`src/rtl/joy_socd_filter.sv`:
```
// Joystick SOCD filter: synchronise, optional rotate, debounce, then
// resolve opposing directions per axis with an optional 4-way restriction.
module joy_socd_filter #(
    parameter int NUM_PLAYERS = 2,
    parameter int DB_TICKS    = 0
) (
    input  logic                     clk,
    input  logic                     reset_n,
    input  logic                     ce_db,
    input  logic [4*NUM_PLAYERS-1:0] dir_in,
    input  logic [1:0]               mode,
    input  logic                     four_way,
    input  logic                     rotate,
    output logic [4*NUM_PLAYERS-1:0] dir_out
);

    localparam int NB = 4 * NUM_PLAYERS;
    localparam logic [8:0] DB_LIM = 9'(DB_TICKS);

    localparam logic AX_V = 1'b0;
    localparam logic AX_H = 1'b1;

    typedef enum logic [1:0] {
        M_LAST    = 2'b00,
        M_NEUTRAL = 2'b01,
        M_FIRST   = 2'b10,
        M_PASS    = 2'b11
    } socd_mode_e;

    logic [NB-1:0] meta_q;
    logic [NB-1:0] sync_q;
    logic [NB-1:0] rot_d;

    logic [NB-1:0]      stable_q;
    logic [NB-1:0]      stable_d;
    logic [NB-1:0][7:0] cnt_q;
    logic [NB-1:0][7:0] cnt_d;
    logic [NB-1:0]      rise;
    logic [8:0]         cnt_nx;
    logic               db_tick;

    logic [NUM_PLAYERS-1:0][1:0] last_h_q;
    logic [NUM_PLAYERS-1:0][1:0] last_h_d;
    logic [NUM_PLAYERS-1:0][1:0] last_v_q;
    logic [NUM_PLAYERS-1:0][1:0] last_v_d;
    logic [NUM_PLAYERS-1:0]      last_axis_q;
    logic [NUM_PLAYERS-1:0]      last_axis_d;

    logic [NUM_PLAYERS-1:0][1:0] res_h;
    logic [NUM_PLAYERS-1:0][1:0] res_v;
    logic [NB-1:0]               dir_out_q;
    logic [NB-1:0]               dir_out_d;

    function automatic logic [1:0] resolve_axis(
        input logic [1:0] s,
        input logic [1:0] last,
        input logic [1:0] prev,
        input logic [1:0] m
    );
        logic [1:0] r;
        r = s;
        if (s == 2'b11) begin
            unique case (socd_mode_e'(m))
                M_LAST:    r = last;
                M_NEUTRAL: r = 2'b00;
                M_FIRST:   r = prev;
                M_PASS:    r = 2'b11;
            endcase
        end
        return r;
    endfunction

    // Rotation sits after the synchroniser so a rotate flip debounces like input.
    always_comb begin
        rot_d = sync_q;
        if (rotate) begin
            for (int p = 0; p < NUM_PLAYERS; p++) begin
                rot_d[4*p+3] = sync_q[4*p+1];
                rot_d[4*p+2] = sync_q[4*p+0];
                rot_d[4*p+1] = sync_q[4*p+2];
                rot_d[4*p+0] = sync_q[4*p+3];
            end
        end
    end

    always_comb begin
        db_tick  = (DB_TICKS == 0) ? 1'b1 : ce_db;
        stable_d = stable_q;
        cnt_d    = cnt_q;
        cnt_nx   = '0;
        for (int b = 0; b < NB; b++) begin
            cnt_nx = {1'b0, cnt_q[b]} + 9'd1;
            if (rot_d[b] == stable_q[b]) begin
                cnt_d[b] = '0;
            end else if (db_tick) begin
                if (cnt_nx >= DB_LIM) begin
                    stable_d[b] = rot_d[b];
                    cnt_d[b]    = '0;
                end else begin
                    cnt_d[b] = cnt_nx[7:0];
                end
            end
        end
    end

    assign rise = stable_d & ~stable_q;

    // History follows stable so resolution sees edge and level together.
    always_comb begin
        last_h_d    = last_h_q;
        last_v_d    = last_v_q;
        last_axis_d = last_axis_q;
        for (int p = 0; p < NUM_PLAYERS; p++) begin
            if (rise[4*p+1]) begin
                last_h_d[p] = 2'b10;
            end else if (rise[4*p+0]) begin
                last_h_d[p] = 2'b01;
            end
            if (rise[4*p+3]) begin
                last_v_d[p] = 2'b10;
            end else if (rise[4*p+2]) begin
                last_v_d[p] = 2'b01;
            end
            if ((rise[4*p+1] | rise[4*p+0]) && !(rise[4*p+3] | rise[4*p+2])) begin
                last_axis_d[p] = AX_H;
            end else if ((rise[4*p+3] | rise[4*p+2]) && !(rise[4*p+1] | rise[4*p+0])) begin
                last_axis_d[p] = AX_V;
            end
        end
    end

    always_comb begin
        res_h     = '0;
        res_v     = '0;
        dir_out_d = '0;
        for (int p = 0; p < NUM_PLAYERS; p++) begin
            res_h[p] = resolve_axis(stable_q[4*p+1 -: 2], last_h_q[p],
                                    dir_out_q[4*p+1 -: 2], mode);
            res_v[p] = resolve_axis(stable_q[4*p+3 -: 2], last_v_q[p],
                                    dir_out_q[4*p+3 -: 2], mode);
            if (four_way && (res_h[p] != 2'b00) && (res_v[p] != 2'b00)) begin
                if (last_axis_q[p] == AX_H) begin
                    res_v[p] = 2'b00;
                end else begin
                    res_h[p] = 2'b00;
                end
            end
            dir_out_d[4*p +: 4] = {res_v[p], res_h[p]};
        end
    end

    always_ff @(posedge clk or negedge reset_n) begin
        if (!reset_n) begin
            meta_q      <= '0;
            sync_q      <= '0;
            stable_q    <= '0;
            cnt_q       <= '0;
            last_h_q    <= '0;
            last_v_q    <= '0;
            last_axis_q <= {NUM_PLAYERS{AX_V}};
            dir_out_q   <= '0;
        end else begin
            meta_q      <= dir_in;
            sync_q      <= meta_q;
            stable_q    <= stable_d;
            cnt_q       <= cnt_d;
            last_h_q    <= last_h_d;
            last_v_q    <= last_v_d;
            last_axis_q <= last_axis_d;
            dir_out_q   <= dir_out_d;
        end
    end

    assign dir_out = dir_out_q;

endmodule
```
`config.mk`:
```
export PLATFORM = sky130hd
export DESIGN_NAME = joy_socd_filter
export DESIGN_NICKNAME = d
export VERILOG_FILES = /design/src/rtl/joy_socd_filter.sv
export SDC_FILE = /design/constraint.sdc
export NUM_CORES = 1
export LEC_CHECK = 0
export CAP_MARGIN = 0
export CORE_ASPECT_RATIO = 0.7
export CORE_MARGIN = 5
export CORE_UTILIZATION = 39
export DETAILED_ROUTE_END_ITERATION = 8
export MAX_ROUTING_LAYER = met4
export PLACE_DENSITY = 0.67
export SLEW_MARGIN = 10
export SYNTH_ARGS = -nofsm -noshare
export SYNTH_HDL_FRONTEND = slang
export SYNTH_SLANG_ARGS = --single-unit
```
`constraint.sdc`:
```
create_clock -name clk -period 1.5 [get_ports clk]
set_input_delay 0.225 -clock clk [delete_from_list [all_inputs] [get_ports clk]]
set_output_delay 0.225 -clock clk [all_outputs]
set_load 0.02 [all_outputs]
```
Yosys cells after proc, flatten, opt, wreduce, memory -nomap -nowiden

Index checks and enable logic that the tools add are counted.

Flip-flop bits (word level): 106
Input port bits: 15
Output and inout bits: 8
Logic and storage cells: 139

Add/sub/neg operators: 8
Magnitude comparators: 8
Equal/unequal tests: 15
Mux-type cells: 61
Bitwise operators: 6
Reductions and logical operators: 23

Operator list:

| kind                  | count |
|---|---|
| $mux W8               | 17 |
| $add A8 B1 Y9 const B | 8 |
| $ge A9 B1 Y1 const B  | 8 |
| $mux W2               | 20 |
| $pmux W2 S4           | 4 |
| $mux W1               | 20 |
| $reduce_bool A2 Y1    | 10 |
| $eq A2 B2 Y1 const B  | 6 |
| $and A8 B8 Y8         | 1 |
| $eq A1 B1 Y1          | 8 |
| $logic_and A1 B1 Y1   | 8 |
| $not A8 Y8            | 1 |
| $logic_not A1 Y1      | 4 |
| $or A1 B1 Y1          | 4 |
| $eq A2 B1 Y1 const B  | 1 |
| $logic_not A2 Y1      | 1 |

Depth between registers and ports, before layout

Gate-level depths: netlist (run 1).

Word-level depth: 10
Mapped depth: 6

Worst setup path before layout (run 1)

OpenSTA, ideal clock, no wires.

Kind: input -> register
From: input port rotate
To: register last_axis_q[0]
Library setup time: 0.125 ns
Arrival time: 1.442 ns
Data required time: 1.375 ns
Slack: -0.066 ns
Cell stages on the path: 5
Cell sequence: buf_2 mux2i_1 o22ai_1 ha_1 mux2_2

Word-level cells in the longest chain between the ends: 8
Elaborated cells on any way between the ends: 22

RTL lines:

| element                                              | line     | text |
|---|---|---|
| start: declaration                                   | 13       | `input logic rotate,` |
| $mux W8 *                                            | 76       | `if (rotate) begin` |
| $mux W1 / $eq A1 B1 Y1 (equally long branches)       | 96, 93   |  |
| $mux W1                                              | 93       | `if (rot_d[b] == stable_q[b]) begin` |
| $and A8 B8 Y8 *                                      | 106      | `assign rise = stable_d & ~stable_q;` |
| $or A1 B1 Y1                                         | 124, 126 |  |
| $logic_not A1 Y1 (on tied branches)                  | 124, 126 |  |
| $logic_and A1 B1 Y1 (on tied branches)               | 124, 126 |  |
| $mux W1 / $reduce_bool A2 Y1 (equally long branches) | -        |  |
| end signal: assignment                               | 160      | `last_axis_q <= {NUM_PLAYERS{AX_V}};` |
| end signal: assignment                               | 169      | `last_axis_q <= last_axis_d;` |
| end: declaration                                     | 46       | `logic [NUM_PLAYERS-1:0] last_axis_q;` |

Mark *: on every way between the ends. The rest lies on a longest branch, timed or not.
A chain may end at the register's enable or synchronous reset.

Final worst setup path (run 1)

From: register sync_q[2]
To: register last_axis_q[0]

Word-level cells in the longest chain between the ends: 8
Elaborated cells on any way between the ends: 16

RTL lines:

| element                                              | line     | text |
|---|---|---|
| start: declaration                                   | 31       | `logic [NB-1:0] sync_q;` |
| start signal: assignment                             | 164      | `sync_q <= meta_q;` |
| $mux W8 *                                            | 76       |  |
| $mux W1 / $eq A1 B1 Y1 (equally long branches)       | 96, 93   |  |
| $mux W1                                              | 93       |  |
| $and A8 B8 Y8 *                                      | 106      |  |
| $or A1 B1 Y1                                         | 124, 126 |  |
| $logic_not A1 Y1 (on tied branches)                  | 124, 126 |  |
| $logic_and A1 B1 Y1 (on tied branches)               | 124, 126 |  |
| $mux W1 / $reduce_bool A2 Y1 (equally long branches) | -        |  |

Marked as above.

==> impl_metrics.toml, run 1 <==
[pwr]
ir_drop_uv = 627
leakage_nw = 1.16
powerDensity_mw_per_mm2 = 1120

[worst_hold_path]
min_path_type = "flop to flop"

[synth]
avgSynthCellArea_um2 = 13.0
ys_warn_count = 0
synth.mux.area_fraction_pct = 5.44
synthCells = 145
synth_top_family_by_area = "simple AND/OR/NAND/NOR gates"
synth_seq_cells = 42
yosys.area.top_type = "dfrtp_1"
synth_compound_area_share_pct = 13.5
synthAdderAreaFrac_pct = 1.33
synth_xor_xnor_area_share_pct = 0
synth_nets = 162
synth.cell_area_mm2 = 0.00189
synth_area_leaders = "dfrtp_1 56%, mux2i_1 4.2%, a211oi_2 4.0%"
ys_seq_area_share_pct = 55.7
synthSimpleGateAreaFrac_pct = 19.8
synth_cell_types = 29
synth_top_area_share_pct = 55.7

[cts]
clkSinkCount = 42
cts_tree = "done"
clk-insertion-delay-late_ns = 0.29
ctsHtreeMaxLevel = 2
clockBufferDepth = 2
clkTransAtPathRegs_ns = 0.08
cts_buffers = 5
cts_root_buf = "clkbuf_8"

[job]
max_cap_violations = 0

[floorplan]
die_w_um = 93.1
die_height_um = 68.2
pin_count = 23
core_area_mm2 = 0.00473
die-area_mm2 = 0.00635
placementRows = 21
initial_utilization_pct = 39.9

[sta]
worst_clock_skew_ns = 0.00949
final_hold_viol_count = 0
rsz0062_at_grt = "yes"
fmax_mhz = 679
post-route-period-util_pct = 98.1
drv_slew = 0
worst_pin_slew_ns = 0.619
finalCriticalPeriod_ns = 1.47
finalSetupViolations = 0
max-slew-margin-rel_pct = 58.7

[global_routing]
overflow = 0
antenna_found_initial = 0
grt.total_usage_pct = 14.2
grt_pass1_vias = 1439
grt_pass1_wl_um = 6660
grt_max_degree = 29

[worst_setup_path]
worstPathRequired_ns = 1.68
path_max_fanout = 2
end_kind = "flop"
crit_chain = "mux2i_2 -> o22ai_1 -> ha_1 -> mux2_2"
max_stage_delay_ns = 0.42
critPathLaunchType = "flop"
worstPathArrival_ns = 1.65
worstSetupPathType = "flop to flop"
cp_slowest_cell = "dfrtp_1"

[layout]
layout_commonest_cell = "dfrtp_1"
fin_util_pct = 52.8
final_layout_size_suffix_gt1_share_pct = 33.5
areaGrowthSynthToFinish_pct = 32.4
mostFrequentLayoutCells = "42 x dfrtp_1, 21 x buf_4, 14 x inv_1, 11 x clkdlybuf4s50_1, 8 x o21ai_0"
fin_area_mm2 = 0.00250
fillerInstances = 397
n_antenna_cell = 0
nNetsFinal = 210

[route]
drt-pass1-iter-count = 4
vias_per_cell = 5.29
ant_nets = 0
drt_wl_total_um = 3860
drc = 0
first_iter_violations = 54
route.vias.total = 1328
wl_per_cell_um = 15.4

[place]
dpl.hpwl_um = 2780
place_area_mm2 = 0.00228
portBuffers = 21
gp_congestion = 0.891

[status]
status = "finished clean"
## kinds of logic after synthesis
| logic type | count (synthesis) |
|---|---|
| adder cells (fa/ha/maj) | 2 |
| AO/OA/AOI/OAI | 32 |
| buffers and inverters | 17 |
| AND/OR/NAND/NOR | 42 |
| multiplexers | 10 |
| flip-flops | 42 |
## routing by layer
metal | up-vias | track usage (%) | wire (um)
li1 | 621 | - | -
met1 | 646 | 17.9 | 1770
met3 | 13 | 4.07 | 223
met2 | 48 | 21.3 | 1750
met4 | 0 | 7.31 | 121
met5 | - | - | 0
## power by group
group / internal [mW] / leakage [nW] / switching [mW]
sequential: 1.25 / 0.500 / 0.100
clock: 0.497 / 0.0514 / 0.396
combinational: 0.296 / 0.608 / 0.254
total: 2.05 / 1.16 / 0.750
## flip-flops by register name, summed over array words and instances (netlist names)
register     cells
dir_out          8
last_axis_q      2
last_v_q         4
stable_q         8
last_h_q         4
sync_q           8
meta_q           8
## per-stage QoR
stage,std cells,hold slack [ns],setup WS [ns],power [mW],setup TNS [ns]
final,251,0.351,0.0282,2.80,0
after floorplan,145,-0.0706,0.00840,1.66,0
after detailed placement,236,0.279,-0.571,1.91,-2.80
after global placement,236,0.267,-0.478,1.88,-2.28
after global routing,251,0.352,-0.0672,2.94,-0.0835
after CTS,247,0.353,0.0151,2.81,0
## critical path, delay by kind of cell, from the launching register on
kind	cells	cell delay, ns
flip-flops	1	0.42
multiplexers	2	0.53
AO/OA/AOI/OAI	1	0.12
adder cells (fa/ha/maj)	1	0.29
## Yosys cell counts
| library cell | instances |
|---|---|
| and3b_1 | 1 |
| a211oi_1 | 6 |
| nor2_1 | 4 |
| o311a_1 | 2 |
| nand3b_1 | 3 |
| a211oi_2 | 6 |
| buf_6 | 2 |
| and4bb_2 | 2 |
| o21ai_0 | 8 |
| o22ai_1 | 2 |
| mux2i_1 | 8 |
| and3_1 | 1 |
| nand4bb_1 | 2 |
| ha_1 | 2 |
| inv_1 | 14 |
| nand3_1 | 3 |
| dfrtp_1 | 42 |
| and4bb_4 | 4 |
| nor2b_1 | 4 |
| nor3_2 | 2 |
| mux2_2 | 2 |
| nand2b_2 | 2 |
| and2b_1 | 4 |
| nor3b_2 | 6 |
| buf_2 | 1 |
| nand2b_1 | 4 |
| o311ai_0 | 2 |
| o22a_1 | 4 |
| a21oi_1 | 2 |
## final cells by class
| cell class | instances | area (um^2) | area share (%) |
|---|---|---|---|
| flip-flops and latches | 42 | 1050 | 42.1 |
| multi-input cells | 86 | 812 | 32.5 |
| repair buffers | 44 | 400 | 16.0 |
| clock buffers | 6 | 72.6 | 2.91 |
| well taps | 57 | 71.3 | 2.86 |
| inverters | 14 | 52.6 | 2.10 |
| clock inverters | 2 | 37.5 | 1.50 |
## path summary, 6_finish.rpt
| kind | from | to | slack (ns) | cells after the start |
|---|---|---|---|---|
| max | sync_q[2] | last_axis_q[0] | 0.03 | 4 |
| min | meta_q[2] | sync_q[2] | 0.35 | 0 |
| max reg2reg | sync_q[2] | last_axis_q[0] | 0.03 | 4 |
| min reg2reg | meta_q[2] | sync_q[2] | 0.35 | 0 |
| max in group asynchronous | reset_n | sync_q[0] | 0.46 | 3 |
| min in group asynchronous | reset_n | dir_out[6] | 0.47 | 2 |
## timing repair
item,in CTS,in global routing
gates resized for setup,11,7
hold endpoints to repair,26,0
buffers inserted,2,4
hold buffers,1,0
setup endpoints to repair,5,7
pin swaps,0,2
Note: power is estimated with default switching activity, not from simulation.
==> run 2: changes to the inputs <==
Settings changed: CAP_MARGIN 0 to 20.
==> results of run 2 <==
Same layout as run 1: the final DEF is identical, and so are final timing and power.
